===== src/rtl/spart_pkg.sv =====
// Shared types and constants for the SPART receive and transmit halves.
package spart_pkg;

    localparam int unsigned DIV_W  = 16;
    localparam int unsigned DATA_W = 8;

    typedef enum logic [1:0] {
        IDLE,
        START,
        DATA,
        STOP
    } rx_state_t;

    localparam logic [DIV_W-1:0] DIV_MIN              = 16'd2;
    localparam logic [DIV_W-1:0] DEFAULT_DIVISOR_9600 = 16'd5208;

    localparam logic BAUD_LOC_LOW  = 1'b0;
    localparam logic BAUD_LOC_HIGH = 1'b1;

    // Divisors below DIV_MIN cannot produce a usable mid-bit sample point.
    function automatic logic [DIV_W-1:0] clamp_div(input logic [DIV_W-1:0] div);
        return (div < DIV_MIN) ? DIV_MIN : div;
    endfunction

endpackage


===== src/rtl/spart_baud_gen.sv =====
// Baud divisor register plus reloadable bit-period down-counter.
// o_tick_c is combinational: high for the one cycle the running counter sits at 0.
module spart_baud_gen
    import spart_pkg::*;
#(
    parameter logic [DIV_W-1:0] DEFAULT_DIVISOR = DEFAULT_DIVISOR_9600
) (
    input  logic              i_clk,
    input  logic              i_rst,
    input  logic              i_write_en,
    input  logic              i_write_loc,
    input  logic [DATA_W-1:0] i_write_line,
    input  logic              i_run,
    input  logic              i_load,
    input  logic              i_load_half,
    output logic              o_tick_c
);

    logic [DIV_W-1:0] r_divisor;
    logic [DIV_W-1:0] r_cnt;
    logic [DIV_W-1:0] w_div;
    logic [DIV_W-1:0] w_reload;

    // Reload value comes from the current divisor, so a same-cycle write affects only later reloads.
    assign w_div    = clamp_div(r_divisor);
    assign w_reload = i_load_half ? DIV_W'((w_div >> 1) - 16'd1) : DIV_W'(w_div - 16'd1);
    assign o_tick_c = i_run && (r_cnt == '0);

    always_ff @(posedge i_clk or posedge i_rst) begin
        if (i_rst) begin
            r_divisor <= DEFAULT_DIVISOR;
            r_cnt     <= '0;
        end else begin
            if (i_write_en) begin
                if (i_write_loc == BAUD_LOC_HIGH) r_divisor[15:8] <= i_write_line;
                else                              r_divisor[7:0]  <= i_write_line;
            end
            if (i_load)
                r_cnt <= w_reload;
            else if (i_run && (r_cnt != '0))
                r_cnt <= r_cnt - 16'd1;
        end
    end

endmodule


===== src/rtl/spart_rx.sv =====
// SPART receiver: rxd synchronizer, receive FSM and holding buffer with rda status.
// Define SPART_RX_FERR_EN to add the framing_err output and keep bad-stop bytes.
module spart_rx
    import spart_pkg::*;
#(
    parameter logic [DIV_W-1:0] DEFAULT_DIVISOR = DEFAULT_DIVISOR_9600,
    parameter int unsigned      SYNC_STAGES     = 2
) (
    input  logic              clk,
    input  logic              rst,
    input  logic              rxd,
    input  logic              baud_write_en,
    input  logic              baud_write_location,
    input  logic [DATA_W-1:0] write_line,
    input  logic              receive_read_en,
    output logic [DATA_W-1:0] receive_read_line,
    output logic              rda,
`ifdef SPART_RX_FERR_EN
    output logic              framing_err,
`endif
    output logic              rx_busy
);

    rx_state_t         r_state;
    logic [SYNC_STAGES-1:0] r_sync;
    logic [2:0]        r_bit_idx;
    logic [DATA_W-1:0] r_shift;
    logic              w_rx_s;
    logic              w_tick;
    logic              w_load;
    logic              w_load_half;
    logic              w_run;

    assign w_rx_s      = r_sync[SYNC_STAGES-1];
    assign w_run       = (r_state != IDLE);
    assign w_load_half = (r_state == IDLE);
    // Counter loads on entry to START, DATA and STOP, and on every DATA tick.
    assign w_load      = ((r_state == IDLE) && !w_rx_s) ||
                         (w_tick && ((r_state == DATA) || ((r_state == START) && !w_rx_s)));

    spart_baud_gen #(
        .DEFAULT_DIVISOR(DEFAULT_DIVISOR)
    ) u_baud (
        .i_clk       (clk),
        .i_rst       (rst),
        .i_write_en  (baud_write_en),
        .i_write_loc (baud_write_location),
        .i_write_line(write_line),
        .i_run       (w_run),
        .i_load      (w_load),
        .i_load_half (w_load_half),
        .o_tick_c    (w_tick)
    );

    always_ff @(posedge clk or posedge rst) begin
        if (rst) r_sync <= '1;
        else     r_sync <= {r_sync[SYNC_STAGES-2:0], rxd};
    end

    // Read clear is written first so a same-cycle stop accept overrides it.
    always_ff @(posedge clk or posedge rst) begin
        if (rst) begin
            r_state           <= IDLE;
            r_bit_idx         <= '0;
            r_shift           <= '0;
            receive_read_line <= '0;
            rda               <= 1'b0;
            rx_busy           <= 1'b0;
`ifdef SPART_RX_FERR_EN
            framing_err       <= 1'b0;
`endif
        end else begin
            if (receive_read_en) begin
                rda         <= 1'b0;
`ifdef SPART_RX_FERR_EN
                framing_err <= 1'b0;
`endif
            end
            case (r_state)
                IDLE: begin
                    if (!w_rx_s) begin
                        r_state <= START;
                        rx_busy <= 1'b1;
                    end
                end
                START: begin
                    if (w_tick) begin
                        if (w_rx_s) begin
                            r_state <= IDLE;
                            rx_busy <= 1'b0;
                        end else begin
                            r_state   <= DATA;
                            r_bit_idx <= '0;
                        end
                    end
                end
                DATA: begin
                    if (w_tick) begin
                        r_shift   <= {w_rx_s, r_shift[DATA_W-1:1]};
                        r_bit_idx <= r_bit_idx + 3'd1;
                        if (r_bit_idx == 3'd7) r_state <= STOP;
                    end
                end
                STOP: begin
                    if (w_tick) begin
                        r_state <= IDLE;
                        rx_busy <= 1'b0;
                        if (w_rx_s) begin
                            receive_read_line <= r_shift;
                            rda               <= 1'b1;
                        end else begin
`ifdef SPART_RX_FERR_EN
                            receive_read_line <= r_shift;
                            framing_err       <= 1'b1;
`endif
                        end
                    end
                end
                default: begin
                    r_state <= IDLE;
                    rx_busy <= 1'b0;
                end
            endcase
        end
    end

endmodule

===== config.mk =====
export PLATFORM = sky130hd
export DESIGN_NAME = spart_rx
export DESIGN_NICKNAME = d
export VERILOG_FILES = /design/src/rtl/spart_pkg.sv /design/src/rtl/spart_baud_gen.sv /design/src/rtl/spart_rx.sv
export SDC_FILE = /design/constraint.sdc
export NUM_CORES = 1
export LEC_CHECK = 0
export BUFFER_PORTS_ARGS = -buffer_cell sky130_fd_sc_hd__buf_2
export CAP_MARGIN = 20
export CORE_MARGIN = 10
export CORE_UTILIZATION = 60
export DETAILED_ROUTE_END_ITERATION = 12
export PLACE_DENSITY = 0.88
export SYNTH_ARGS = -nofsm -noshare
export SYNTH_HDL_FRONTEND = slang
export SYNTH_SLANG_ARGS = --single-unit

===== constraint.sdc =====
create_clock -name clk -period 4.1 [get_ports clk]
set_clock_uncertainty 0.2 [all_clocks]
set_input_delay 0.205 -clock clk [delete_from_list [all_inputs] [get_ports clk]]
set_output_delay 0.205 -clock clk [all_outputs]
set_load 0.1 [all_outputs]

==> results.toml <==
[cells_and_area]
final_common_cell = "dfrtp_1"
fin_nets = 355
design_area_um2 = 3690
drive_gt1_frac = 0.294
most-common-layout-cells = "dfrtp_1 (50), mux2_2 (24), buf_2 (23)"
diodes = 0
syn2layout_area_growth_pct = 15.1
final.fill_count = 382

[timing]
max_freq_mhz = 271
finalCritPeriodShare = 0.900
drv_slew = 0
min_period_ps = 3690
fin_tns_setup_ps = 0
hold_viol_final = 0
slew_headroom = 0.535
rsz0062_at_grt = "no"
worst_slew_pin_slew_ps = 698
setup_viol = 0

[hold_path]
hold_path_class = "reg -> reg"
holdPathEnd = "r_sync[1]$_DFF_PP1_"
min_from = "r_sync[0]$_DFF_PP1_"
holdPathStages = 0

[setup_path]
arrival_ps = 3720
reg2reg_depth = 12
regToRegStartpoint = "u_baud.r_cnt[12]$_DFFE_PP0P_"
reg2reg_slack_ps = 410
critical_path.max_fanout = 15
required_ps = 4130
r2r_end = "u_baud.r_cnt[14]$_DFFE_PP0P_"
path_class = "reg -> reg"
critPathLaunchType = "register"
cp-end-kind = "register"

[power_and_ir_drop]
ir_worst_vdd_mv = 0.321
power_density_nw_per_um2 = 522
p_total_mw = 1.93
leakagePower_nw = 1.65

[synth]
synth-async-reset-ratio = 1.00
synth_edf_count = 0
synth_area_um2 = 3210
synth_ff_type = "dfrtp_1"
synth_cells = 300
yosysWarnings = 0
synth-seq-cells = 57
yosysUniqueCellTypes = 61
syn_nets = 317
yosysSeqAreaShare = 0.447
avgSynthCellArea_um2 = 10.7

[floorplanning]
die_x_um = 93.2
rows = 26
start_util = 0.625
dieArea_um2 = 8680
die_h_um = 93.2
core_um2 = 5140
ios = 24

[flow_run]
maxCapViolations = 0

[routing]
drt_iter0_markers = 204
wirelength_mm = 6.95
drt_drc_violations_left = 0
vias_per_cell = 6.11
drtPass1Iterations = 5
vias = 2522
ant_nets = 0
avgRoutedWirePerCell_um = 16.8

[clock_tree]
clock_sinks = 57
clk_pin_slew_worst_paths_ps = 70
clk_path_buf_depth = 2
cts_buffers = 9
postCtsSetupBuffers = 0
cts_tree = "built"
clk-insertion-delay-late_ps = 350
htreeDepth = 3
cts-root-buf = "clkbuf_8"

[placed_design]
io_buffers = 23
place_area_um2 = 3380
dp_hpwl_mm = 4.71
gp_congestion = 0.836

[global_routing]
grt_first_pass_wirelength_mm = 11.9
grt_start_max_net_pins = 58
grt_antenna_before_repair = 0
grt_pass1_vias = 2510
grt_util_all_layers = 0.169
overflow = 0

[run_status]
outcome = "completed"
-- worst max-delay path by stage --
stage	from	end	depth (start not counted)
3_5_place_dp	u_baud.r_cnt[1]$_DFFE_PP0P_	u_baud.r_cnt[14]$_DFFE_PP0P_	12
5_1_grt	u_baud.r_cnt[12]$_DFFE_PP0P_	u_baud.r_cnt[14]$_DFFE_PP0P_	12
4_1_cts	u_baud.r_cnt[11]$_DFFE_PP0P_	u_baud.r_cnt[14]$_DFFE_PP0P_	12
6_report	u_baud.r_cnt[12]$_DFFE_PP0P_	u_baud.r_cnt[14]$_DFFE_PP0P_	12
3_3_place_gp	register	u_baud.r_cnt[14]$_DFFE_PP0P_	11
2_1_floorplan	u_baud.r_cnt[9]$_DFFE_PP0P_	u_baud.r_cnt[14]$_DFFE_PP0P_	13
-- per-stage QoR --
step / instances / hold WS (ps) / utilization / setup WS, ps
final: 413 / 158 / 0.719 / 412
after global routing: 413 / 170 / 0.719 / 168
after CTS: 412 / 157 / 0.717 / 437
after detailed placement: 385 / 112 / 0.658 / 499
after global placement: 385 / 110 / 0.658 / 690
after floorplan: 300 / 9.48 / - / 772
-- kinds of logic (layout without fill, tap and decap cells) --
| group | Yosys count | count (layout) | synth area share |
|---|---|---|---|
| AO/OA/AOI/OAI | 63 | 63 | 0.133 |
| XOR/XNOR | 22 | 22 | 0.0600 |
| adder cells (fa/ha/maj) | 3 | 3 | 0.0117 |
| buffers and inverters | 17 | 60 | 0.0277 |
| flip-flops | 57 | 57 | 0.447 |
| multiplexers | 41 | 41 | 0.140 |
| AND/OR/NAND/NOR | 97 | 97 | 0.181 |
-- cell usage after synthesis (all sizes together) (8+ instances only) --
cell type  number  area share
xnor2          11       0.030
mux2           32        0.11
a21oi          17       0.028
nand3           9       0.016
xor2           11       0.030
buf             9       0.018
o21ai          16       0.031
mux2i           9       0.028
nor2           18       0.022
nor4            8       0.020
dfrtp          50        0.39
nand2          21       0.031
nor3           14       0.032
-- routing by layer --
metal	global-route usage	share of wire	vias to the layer above
li1	-	-	1182
met1	0.196	0.42	1237
met2	0.273	0.50	86
met3	0.0624	0.064	17
met4	0.0733	0.019	0
met5	0	0	-
-- state kept, by name, indices dropped and copies added, names as in the netlist, named ones only --
signal and count:
u_baud.r_cnt 16, u_baud.r_divisor 16, r_shift 8, receive_read_line 8, r_bit_idx 3, r_sync 2
r_state 1, rda 1, rx_busy 1
-- report_power, final --
group / leakage, nW / internal [mW] / switching (mW)
logic: 0.840 / 0.256 / 0.321
registers: 0.714 / 0.674 / 0.155
clock network: 0.0953 / 0.295 / 0.226
-- area by class of cell --
class                   count  area (um2)  area share
repair buffers             41         278      0.0752
clock buffers              11         141      0.0383
well taps                  70        87.6      0.0237
clock inverters             5        55.1      0.0149
inverters                   3        11.3     0.00305
multi-input cells         226        1690       0.456
flip-flops and latches     57        1440       0.388
-- worst max-delay path, stage by stage, from the launching register on --
cell	delay [ps]
dfrtp_1	410
nor3_1	440
nand3_2	300
o21ai_1	290
a21oi_2	230
a21boi_1	220
ha_1	270
nand2b_1	110
nor4_1	340
nand3_1	130
nor4b_1	370
xnor2_1	190
o21ai_2	60
-- what timing repair did --
item,in CTS,in global routing
resized for setup,0,0
hold endpoints to repair,68,0
hold buffers,11,0
No activity file was read; power rests on OpenSTA's default activity.
